[config.mk]
export PLATFORM = sky130hd
export DESIGN_NAME = nn_xor_driver
export DESIGN_NICKNAME = d
export VERILOG_FILES = /design/src/rtl/nn_xor_driver.sv
export SDC_FILE = /design/constraint.sdc
export NUM_CORES = 1
export LEC_CHECK = 0
export ABC_AREA = 1
export CORE_ASPECT_RATIO = 0.8
export CORE_UTILIZATION = 39
export DETAILED_ROUTE_END_ITERATION = 10
export GPL_TIMING_DRIVEN = 0
export PLACE_DENSITY = 0.86
export SETUP_SLACK_MARGIN = 0.02
export SLEW_MARGIN = 5
export SYNTH_ARGS = -nofsm -noshare
export SYNTH_HDL_FRONTEND = slang
export SYNTH_SLANG_ARGS = --single-unit
[constraint.sdc]
create_clock -name clk -period 3.3 [get_ports clk]
set_clock_uncertainty 0.1 [all_clocks]
set_input_delay 0.99 -clock clk [delete_from_list [all_inputs] [get_ports clk]]
set_output_delay 0.99 -clock clk [all_outputs]
set_load 0.01 [all_outputs]
[src/rtl/nn_xor_driver.sv]
// Stimulus/check sequencer for an NN XOR-evaluation core: applies the four XOR
// input pairs as FP operands, thresholds each settled result and reports pass/fail.
module nn_xor_driver #(
    parameter int exp_width     = 8,
    parameter int mant_width    = 24,
    parameter int SETTLE_CYCLES = 64
) (
    input  logic                            clk,
    input  logic                            rst_l,
    input  logic                            start,
    input  logic [2:0]                      round_mode_cfg,
    output logic [exp_width+mant_width-1:0] A,
    output logic [exp_width+mant_width-1:0] B,
    output logic [2:0]                      round_mode,
    input  logic [exp_width+mant_width-1:0] XOR_output,
    input  logic [4:0]                      exceptions,
    output logic                            busy,
    output logic                            result_valid,
    output logic [1:0]                      result_idx,
    output logic                            result_bit,
    output logic                            result_ok,
    output logic                            done,
    output logic                            pass,
    output logic [4:0]                      exc_sticky,
    output logic                            nan_seen
);

    localparam int DW = exp_width + mant_width;
    localparam int FW = mant_width - 1;
    localparam int CW = (SETTLE_CYCLES > 1) ? $clog2(SETTLE_CYCLES) : 1;
    localparam logic [CW-1:0] CNT_LAST = CW'(SETTLE_CYCLES - 1);
    localparam logic [DW-1:0] FP_ONE  = {1'b0, 1'b0, {(exp_width-1){1'b1}}, {FW{1'b0}}};
    localparam logic [DW-1:0] FP_HALF = {2'b00, {(exp_width-2){1'b1}}, 1'b0, {FW{1'b0}}};

    typedef enum logic [1:0] {
        ST_IDLE,
        ST_SETTLE,
        ST_CAPTURE,
        ST_DONE
    } state_t;

    state_t          r_state;
    state_t          w_state_nxt;

    logic [DW-1:0]   r_a;
    logic [DW-1:0]   r_b;
    logic [2:0]      r_round;
    logic            r_busy;
    logic            r_valid;
    logic [1:0]      r_res_idx;
    logic            r_res_bit;
    logic            r_res_ok;
    logic            r_done;
    logic            r_pass;
    logic            r_acc;
    logic [4:0]      r_exc;
    logic            r_nan;
    logic [CW-1:0]   r_cnt;
    logic [1:0]      r_idx;

    logic [exp_width-1:0] w_exp;
    logic [FW-1:0]        w_frac;
    logic                 w_is_nan;
    logic                 w_bit;
    logic                 w_ok;
    logic                 w_start_run;
    logic                 w_cnt_last;
    logic                 w_last_vec;
    logic [1:0]           w_idx_nxt;

    assign w_exp       = XOR_output[DW-2 -: exp_width];
    assign w_frac      = XOR_output[FW-1:0];
    assign w_is_nan    = (&w_exp) && (|w_frac);
    // Sign-magnitude compare: for non-negative, non-NaN values the magnitude bits order like the value.
    assign w_bit       = !XOR_output[DW-1] && !w_is_nan && (XOR_output[DW-2:0] >= FP_HALF[DW-2:0]);
    assign w_ok        = (w_bit == (r_idx[1] ^ r_idx[0])) && !w_is_nan;
    assign w_start_run = start && ((r_state == ST_IDLE) || (r_state == ST_DONE));
    assign w_cnt_last  = (r_cnt == CNT_LAST);
    assign w_last_vec  = (r_idx == 2'd3);
    assign w_idx_nxt   = r_idx + 2'd1;

    always_ff @(posedge clk or negedge rst_l) begin
        if (!rst_l) begin
            r_state <= ST_IDLE;
        end else begin
            r_state <= w_state_nxt;
        end
    end

    always_comb begin
        w_state_nxt = r_state;
        case (r_state)
            ST_IDLE, ST_DONE: begin
                if (start) w_state_nxt = ST_SETTLE;
            end
            ST_SETTLE: begin
                if (w_cnt_last) w_state_nxt = ST_CAPTURE;
            end
            ST_CAPTURE: begin
                w_state_nxt = w_last_vec ? ST_DONE : ST_SETTLE;
            end
            default: w_state_nxt = ST_IDLE;
        endcase
    end

    always_ff @(posedge clk or negedge rst_l) begin
        if (!rst_l) begin
            r_a       <= '0;
            r_b       <= '0;
            r_round   <= '0;
            r_busy    <= 1'b0;
            r_valid   <= 1'b0;
            r_res_idx <= '0;
            r_res_bit <= 1'b0;
            r_res_ok  <= 1'b0;
            r_done    <= 1'b0;
            r_pass    <= 1'b0;
            r_acc     <= 1'b0;
            r_exc     <= '0;
            r_nan     <= 1'b0;
            r_cnt     <= '0;
            r_idx     <= '0;
        end else begin
            r_valid <= 1'b0;
            if (w_start_run) begin
                r_a     <= '0;
                r_b     <= '0;
                r_round <= round_mode_cfg;
                r_exc   <= '0;
                r_nan   <= 1'b0;
                r_done  <= 1'b0;
                r_pass  <= 1'b0;
                r_acc   <= 1'b1;
                r_busy  <= 1'b1;
                r_cnt   <= '0;
                r_idx   <= '0;
            end else begin
                case (r_state)
                    ST_SETTLE: begin
                        r_cnt <= w_cnt_last ? '0 : r_cnt + 1'b1;
                    end
                    ST_CAPTURE: begin
                        r_valid   <= 1'b1;
                        r_res_idx <= r_idx;
                        r_res_bit <= w_bit;
                        r_res_ok  <= w_ok;
                        r_exc     <= r_exc | exceptions;
                        r_nan     <= r_nan | w_is_nan;
                        r_acc     <= r_acc & w_ok;
                        if (w_last_vec) begin
                            r_busy <= 1'b0;
                            r_done <= 1'b1;
                            r_pass <= r_acc & w_ok;
                        end else begin
                            r_idx <= w_idx_nxt;
                            r_a   <= w_idx_nxt[1] ? FP_ONE : '0;
                            r_b   <= w_idx_nxt[0] ? FP_ONE : '0;
                            r_cnt <= '0;
                        end
                    end
                    default: ;
                endcase
            end
        end
    end

    assign A            = r_a;
    assign B            = r_b;
    assign round_mode   = r_round;
    assign busy         = r_busy;
    assign result_valid = r_valid;
    assign result_idx   = r_res_idx;
    assign result_bit   = r_res_bit;
    assign result_ok    = r_res_ok;
    assign done         = r_done;
    assign pass         = r_pass;
    assign exc_sticky   = r_exc;
    assign nan_seen     = r_nan;

endmodule

Word level (Yosys, flattened, before mapping) --
Index checks and enable logic that the tools add are counted.
Word-level totals: flip-flop bits (word level) 92, memories kept 0, memory bits (writable) 0, output and inout bits 81, bits in latches 0, input bits 43, logic and storage cells 90, bits in read-only memories 0
Operators by class: order comparisons 1, $mul 0, div/mod/pow operators 0, eq/ne operators 10, shifts and indexed selects 0, $add $sub $neg 2, bitwise logic cells 5, reduce and logical (&&, ||, !) cells 20, multiplexer cells 36
Operators by type and width (number):
- $mux W32 | 6
- $mux W30 | 2
- $ge A31 B30 Y1 const B | 1
- $reduce_or A23 Y1 | 1
- $mux W6 | 3
- $mux W1 | 15
- $mux W2 | 6
- $pmux W6 S2 | 1
- $mux W5 | 2
- $reduce_and A2 Y1 | 5
- $reduce_and A8 Y1 | 1
- $add A6 B1 Y6 const B | 1
- $eq A2 B2 Y1 const B | 3
- $eq A6 B6 Y1 const B | 1
- $ne A2 B2 Y1 const B | 3
- $pmux W2 S3 | 1
- $logic_and A1 B1 Y1 | 5
- $or A5 B5 Y5 | 1
- $reduce_bool A2 Y1 | 2
- $ne A3 B3 Y1 const B | 1
- $reduce_bool A3 Y1 | 1
- $add A2 B1 Y2 const B | 1
- $eq A2 B1 Y1 const B | 1
- $logic_not A1 Y1 | 2
- other kinds (8) | 8

Logic depth before layout (Yosys ltp) --
Gate-level depths: netlist of the first run.
word-level depth 11, mapped depth 11, depth with buffers taken out 11

Worst setup path before layout of the first run --
OpenSTA, ideal clock, no wires.
kind input -> register, start point in start, end point reg r_cnt[5], setup slack 1414 ps, arrival 1669 ps, library setup time 117 ps, stages on the path 9, buffers on the path 0, data required time 3083 ps, cell sequence nand2_2 -> inv_2 -> a21oi_4 -> nand2_4 -> nand2_2 -> nor3_2 -> nand2_1 -> nand2_1 -> nor2_1
Between the ends: cells in the longest elaborated chain, start to end 3, elaborated cells on any way between the ends 5, classes of those cells eq/ne: 1; mux: 1; reduce/logical: 3
Ends and longest elaborated chain:
- start: declaration | line 10 | input logic start,
- $logic_and A1 B1 Y1 (*) | line 77 | assign w_start_run = start && ((r_state == ST_IDLE) || (r_state == ST_DONE));
- $ne A3 B3 Y1 (no source line) or $reduce_bool A3 Y1 (tied branches)
- $reduce_and A2 Y1 (no source line)
- end signal: assignment | line 140 | r_cnt <= w_cnt_last ? '0 : r_cnt + 1'b1;
- end: declaration | line 58 | logic [CW-1:0] r_cnt;
Every way passes the cells marked *; elsewhere a longest branch is shown, timed or not. A chain may end at the register's enable or synchronous reset.

==> results of run 1 <==
[registers in the layout, indices dropped and copies added, names as in the netlist, 2 cells and up]
register    cells
r_state         2
result_idx      2
r_cnt           6
exc_sticky      5
round_mode      3
[routing by layer]
layer	vias to the layer above	routed length (µm)	global-route usage [%]	part of all wire (%)
met5	-	0	0	0
met4	0	24	2.009	0.59
met3	4	247	4.143	6.1
met2	49	2106	31.09	52
met1	750	1657	17.95	41
li1	887	-	-	-
[how the worst max path moves through the flow]
| stage | from | to | cells after the start | slack [ps] |
|---|---|---|---|---|
| final | r_idx[0]$_DFFE_PN0P_ | B[26] | 2 | 710 |
| after detailed placement | rst_l | round_mode[1]$_DFFE_PN0P_ | 1 | 730 |
| after global placement | rst_l | exc_sticky[0]$_DFFE_PN0P_ | 1 | 740 |
| after floorplan | start | r_cnt[5]$_DFFE_PN0P_ | 9 | 1410 |
| after CTS | r_idx[0]$_DFFE_PN0P_ | B[26] | 2 | 690 |
| after global routing | r_idx[0]$_DFFE_PN0P_ | B[24] | 2 | 620 |
[synthesized netlist by cell type]
master    count  area, µm²
nand3_1       9      45.04
nor3_1        1      5.000
o31ai_2       1      12.51
o21ai_1       2      10.01
a21oi_1       2      10.01
nand2_2       3      18.77
buf_2         1      5.000
inv_1        28      105.1
o21a_1        2      15.01
clkbuf_1      1      3.750
nand4_1       1      6.260
nor2_1       21      78.83
nand2_1      54      202.7
ha_1          5      62.56
buf_4        62      465.5
dfrtp_1      28      700.7
inv_2         2      7.510
conb_1        1      3.750
a21oi_4       1      16.27
nor3_2        1      10.01
o21ai_0      18      90.09
nand2_4       1      11.26
[cell type report]
| class | count | area, µm² | area share (%) |
|---|---|---|---|
| Tap cell | 60 | 75.07 | 2.552 |
| Sequential cell | 28 | 700.7 | 23.82 |
| Inverter | 30 | 112.6 | 3.828 |
| Clock inverter | 1 | 30.03 | 1.021 |
| Buffer | 64 | 474.2 | 16.12 |
| Clock buffer | 3 | 41.29 | 1.404 |
| Multi-Input combinational cell | 172 | 782.0 | 26.58 |
| Timing Repair Buffer | 73 | 725.7 | 24.67 |
[logic make-up after synthesis]
family / count (synthesis) / share of synthesized area (%)
adder cells (fa/ha/maj): 5 / 3.318
other: 1 / 0.1989
buffers and inverters: 94 / 31.12
flip-flops: 28 / 37.16
AND/OR/NAND/NOR: 91 / 20.04
AO/OA/AOI/OAI: 26 / 8.162
[worst max-delay path: stages, from the launching register on]
cell             delay (ps)
dfrtp_1                 540
buf_4                   160
clkdlybuf4s50_1         520
[power breakdown]
group	leakage (µW)	internal (µW)	switching, µW
sequential	0.000363	456	84.3
clock	0.0000357	162	106
combinational	0.00120	484	431
[per-stage QoR]
step | cells | area, µm² | worst slack [ps] | hold slack (ps) | power [µW]
2_1_floorplan | 294 | 2069 | 1414 | 342.2 | 1058
3_3_place_gp | 427 | 2875 | 741.7 | 353.4 | 1427
3_5_place_dp | 427 | 2875 | 730.9 | 360.9 | 1455
4_1_cts | 431 | 2947 | 689.6 | 383.3 | 1732
5_1_grt | 431 | 2942 | 620.0 | 402.1 | 1841
6_report | 431 | 2942 | 711.7 | 377.4 | 1724
==> flow_summary_export.csv, run 1 <==
group,metric,value,unit
outcome,outcome,"finished, final reports clean",
cts,clk_pin_slew,90,ps
setup_path,rrSetupSlack,1420,ps
cts,htree_num_levels,1,
global_routing,antenna_found_initial,0,
place,place_hpwl,3323,µm
setup_path,worstPathMaxFanout,11,
finish,num-fill-cells,415,
cts,cts-hold-fix-buffers,0,
hold_path,hold_end,"result_idx[1]$_DFFE_PN0P_",
hold_path,hold_depth,2,
route,antenna_left,0,
synthesis,synth_cells,245,
sta,clock.fmax,0.3864,GHz
cts,numCtsBuffers,3,
floorplanning,fp.dieW,79.74,µm
global_routing,overflow,0,
setup_path,cp-end-kind,"output pin",
floorplanning,rows,22,
hold_path,hp-start,"result_idx[1]$_DFFE_PN0P_",
finish,layout_commonest_cell,"clkdlybuf4s50_1",
cts,cts_resized,0,
finish,n_antenna_cell,0,
place,port_buffers,73,
route,vias,1690,
sta,period_share,78.43,%
sta,worst_pin_slew,591.9,ps
sta,rsz0062_at_grt,"no",
floorplanning,start_util,40.77,%
cts,cts_tree,"yes",
setup_path,cp_data_arrival_time,1500,ps
place,globalplace.congestion,0.7687,
route,firstDrtPassIters,4,
setup_path,critPathKind,"reg -> out",
finish,final_util,63.61,%
floorplanning,num_io_pins,124,
cts,insertion_delay,270,ps
setup_path,r2r_start,"r_state[0]$_DFFE_PN0P_",
global_routing,grt_usage,16.09,%
power_and_ir_drop,pwr_density_cell,586.2,nW/µm²
global_routing,grt_pass1_vias,1556,
hold_path,hp-class,"reg -> reg",
route,drt_iter0_drc,92,
global_routing,grt_pass1_wl,6541,µm
setup_path,r2r-end,"r_cnt[2]$_DFFE_PN0P_",
route,routed_wl,4035,µm
cts,clockBufferDepth,2,
synthesis,synth_seq_area_share,37.16,%
finish,most-common-layout-cells,"clkdlybuf4s50_1 (72), buf_4 (62), nand2_1 (54)",
power_and_ir_drop,p_leak,0.001603,µW
sta,hold_violations,0,
synthesis,ys_warn_count,0,
synthesis,synth.distinct_cells,22,
cts,cts_root_buf,"clkbuf_8",
sta,setup_viol,0,
floorplanning,die_h,64.19,µm
synthesis,syn_area_per_cell,7.696,µm²
route,drc,0,
setup_path,cp-start-kind,"flip-flop",
global_routing,grt_max_degree,29,
job,drv_cap,0,
sta,tns,0,ps
setup_path,required,2210,ps
finish,nets,420,
cts,clock-sinks,28,
route,wl_per_cell,9.362,µm
power_and_ir_drop,vdd_ir_drop_max,0.3775,mV
cts,post-cts-setup-buffers,0,
sta,finalCriticalPeriod,2588,ps
sta,relSlewSlack,60.54,%
synthesis,ys_seq_elements,28,
floorplanning,dieArea,5119,µm²
setup_path,reg2reg_depth,9,
finish,drive_gt1_share,20.75,%
floorplanning,core_area,4624,µm²
finish,synthToLayoutAreaGrowth,56.01,%
sta,drv_slew,0,
synthesis,syn_area,1886,µm²
route,avgViaCountPerCell,3.921,
No activity file was read; power rests on OpenSTA's default activity.
==> run 2, diff against run 1 <==
--- a/config.mk
+++ b/config.mk
@@ -7,10 +7,10 @@
 export LEC_CHECK = 0
 export ABC_AREA = 1
 export CORE_ASPECT_RATIO = 0.8
-export CORE_UTILIZATION = 39
+export CORE_UTILIZATION = 33
 export DETAILED_ROUTE_END_ITERATION = 10
 export GPL_TIMING_DRIVEN = 0
-export PLACE_DENSITY = 0.86
+export PLACE_DENSITY = 0.78
 export SETUP_SLACK_MARGIN = 0.02
 export SLEW_MARGIN = 5
 export SYNTH_ARGS = -nofsm -noshare
==> constraint.sdc (replaced) <==
create_clock -name clk -period 2.2 [get_ports clk]
set_clock_uncertainty 0.1 [all_clocks]
set_input_delay 0.66 -clock clk [delete_from_list [all_inputs] [get_ports clk]]
set_output_delay 0.66 -clock clk [all_outputs]
set_load 0.01 [all_outputs]
==> run 2 against run 1 <==
Effect of this change:
- worst setup slack lost 550 ps
- count of clock-buffer cells in the layout stayed put
- clock power is 50% higher
- critical path depth fell by 1
- non-clock buffer count is 2 higher
- largest power group unchanged
- highest routed layer is now met3
==> flow_summary_export.csv, run 2 (synthesis results as in run 1) <==
group,metric,value,unit
sta,relSlewSlack,59.73,%
setup_path,cp-startpoint,"A[28]$_DFFE_PN0P_",
setup_path,worstPathMaxFanout,9,
sta,setup_viol,0,
global_routing,global_route.peak_usage_layer,"met2",
setup_path,required,1440,ps
cts,cts-hold-fix-buffers,0,
setup_path,reg2reg_depth,9,
finish,n_antenna_cell,0,
setup_path,critPathKind,"reg -> out",
sta,clock.fmax,0.4897,GHz
sta,drv_slew,0,
setup_path,cp.depth,1,
cts,insertion_delay,270,ps
finish,most-common-layout-cells,"buf_4 (76), clkdlybuf4s50_1 (60), nand2_1 (54)",
place,place_hpwl,3452,µm
global_routing,grt_pass1_wl,6893,µm
hold_path,hp-class,"in -> async",
setup_path,path_delay_family,"buffers and inverters",
finish,nets,422,
route,firstDrtPassIters,4,
route,vias,1693,
global_routing,grt_max_degree,29,
global_routing,use_met3,3.810,%
floorplanning,dieArea,6022,µm²
floorplanning,die_h,69.61,µm
job,drv_cap,0,
cts,cts_root_buf,"clkbuf_8",
global_routing,grt_pass1_vias,1609,
power_and_ir_drop,p_leak,0.001633,µW
setup_path,r2r-end,"r_cnt[3]$_DFFE_PN0P_",
floorplanning,core_area,5465,µm²
cts,clk_pin_slew,90,ps
place,pre_cts_ws,-58.87,ps
sta,layout_setup_ws,158.1,ps
setup_path,slowest_stage,"clkdlybuf4s50_1",
finish,largest_register_ff_count,6,
power_and_ir_drop,total_power,2567,µW
sta,rsz0062_at_grt,"no",
route,antenna_left,0,
sta,holdWs,283.5,ps
finish,design_area,2952,µm²
route,avgViaCountPerCell,3.754,
finish,layout_commonest_cell,"buf_4",
cts,cts_tree,"yes",
setup_path,cp-start-kind,"flip-flop",
finish,drive_gt1_share,24.93,%
route,drt_iter0_drc,78,
power_and_ir_drop,vdd_ir_drop_max,0.5209,mV
sta,hold_violations,0,
setup_path,path_cells,"clkdlybuf4s50_1",
route,routed_wl,4108,µm
outcome,outcome,"finished, final reports clean",
global_routing,grt_usage,14.18,%
setup_path,crit_buf_inv,1,
floorplanning,start_util,34.50,%
cts,htree_num_levels,1,
setup_path,r2r_start,"r_state[0]$_DFFE_PN0P_",
cts,clock-sinks,28,
floorplanning,rows,24,
cts,clockBufferDepth,2,
finish,synthToLayoutAreaGrowth,56.54,%
route,wl_per_cell,9.109,µm
floorplanning,fp.dieW,86.51,µm
sta,period_share,92.81,%
place,globalplace.congestion,0.7556,
global_routing,use_met1,15.55,%
setup_path,rrSetupSlack,360,ps
setup_path,cp_data_arrival_time,1280,ps
sta,tns,0,ps
floorplanning,num_io_pins,124,
global_routing,grt_util_met2,27.87,%
setup_path,cp-end-kind,"output pin",
setup_path,cp-endpoint,"A[23]",
place,place_area,2898,µm²
route,drc,0,
sta,finalCriticalPeriod,2042,ps
sta,worst_pin_slew,604.0,ps
setup_path,cpPeakStageDelay,560,ps
global_routing,antenna_found_initial,0,
cts,numCtsBuffers,3,
finish,regMostFlops,"r_cnt",
global_routing,overflow,0,
power_and_ir_drop,pwr_density_cell,869.8,nW/µm²
place,port_buffers,73,
-- run 2: cell type report --
type | instances | area (µm²)
Inverter | 30 | 112.6
Clock inverter | 1 | 30.03
Multi-Input combinational cell | 172 | 782.0
Fill cell | 527 | 2514
Sequential cell | 28 | 703.2
Buffer | 64 | 474.2
Clock buffer | 3 | 41.29
Tap cell | 78 | 97.59
Timing Repair Buffer | 75 | 710.7
-- run 2: per-stage QoR --
step | util [%] | std cells
3_5_place_dp | 53.02 | 445
5_1_grt | 54.01 | 451
3_3_place_gp | 53.02 | 445
4_1_cts | 54.37 | 449
6_report | 54.01 | 451
2_1_floorplan | - | 294
-- run 2: layer usage --
metal  wire length (µm)  vias to the layer above
met5                  0                        -
met4                  0                        0
met3                248                        0
met2               2179                       50
met1               1680                      748
li1                   -                      895
-- run 2: how the worst min path moves through the flow --
stage                              to               from  cells after the start  slack [ps]
5_1_grt         result_ok$_DFFE_PN0P_              rst_l                      1         350
6_report       result_valid$_DFF_PN0_              rst_l                      1         280
3_5_place_dp        r_acc$_DFFE_PN0P_  r_acc$_DFFE_PN0P_                      2         360
2_1_floorplan       A[28]$_DFFE_PN0P_              rst_l                      0         260
4_1_cts             r_acc$_DFFE_PN0P_  r_acc$_DFFE_PN0P_                      2         380
3_3_place_gp        r_acc$_DFFE_PN0P_  r_acc$_DFFE_PN0P_                      2         350
-- run 2: timing repair --
| item | 4_1_cts | 5_1_grt |
|---|---|---|
| setup buffers | 0 | 2 |
| gates resized for setup | 2 | 12 |
| endpoints found under the setup margin | 13 | 12 |
| gates cloned | 0 | 0 |
-- run 2: report_power, final --
group          leakage [µW]  total (µW)  switching, µW  internal [µW]
Sequential         0.000360         808            121            687
Clock             0.0000357         402            158            244
Combinational       0.00124        1360            650            708
Total               0.00163        2570            928           1640
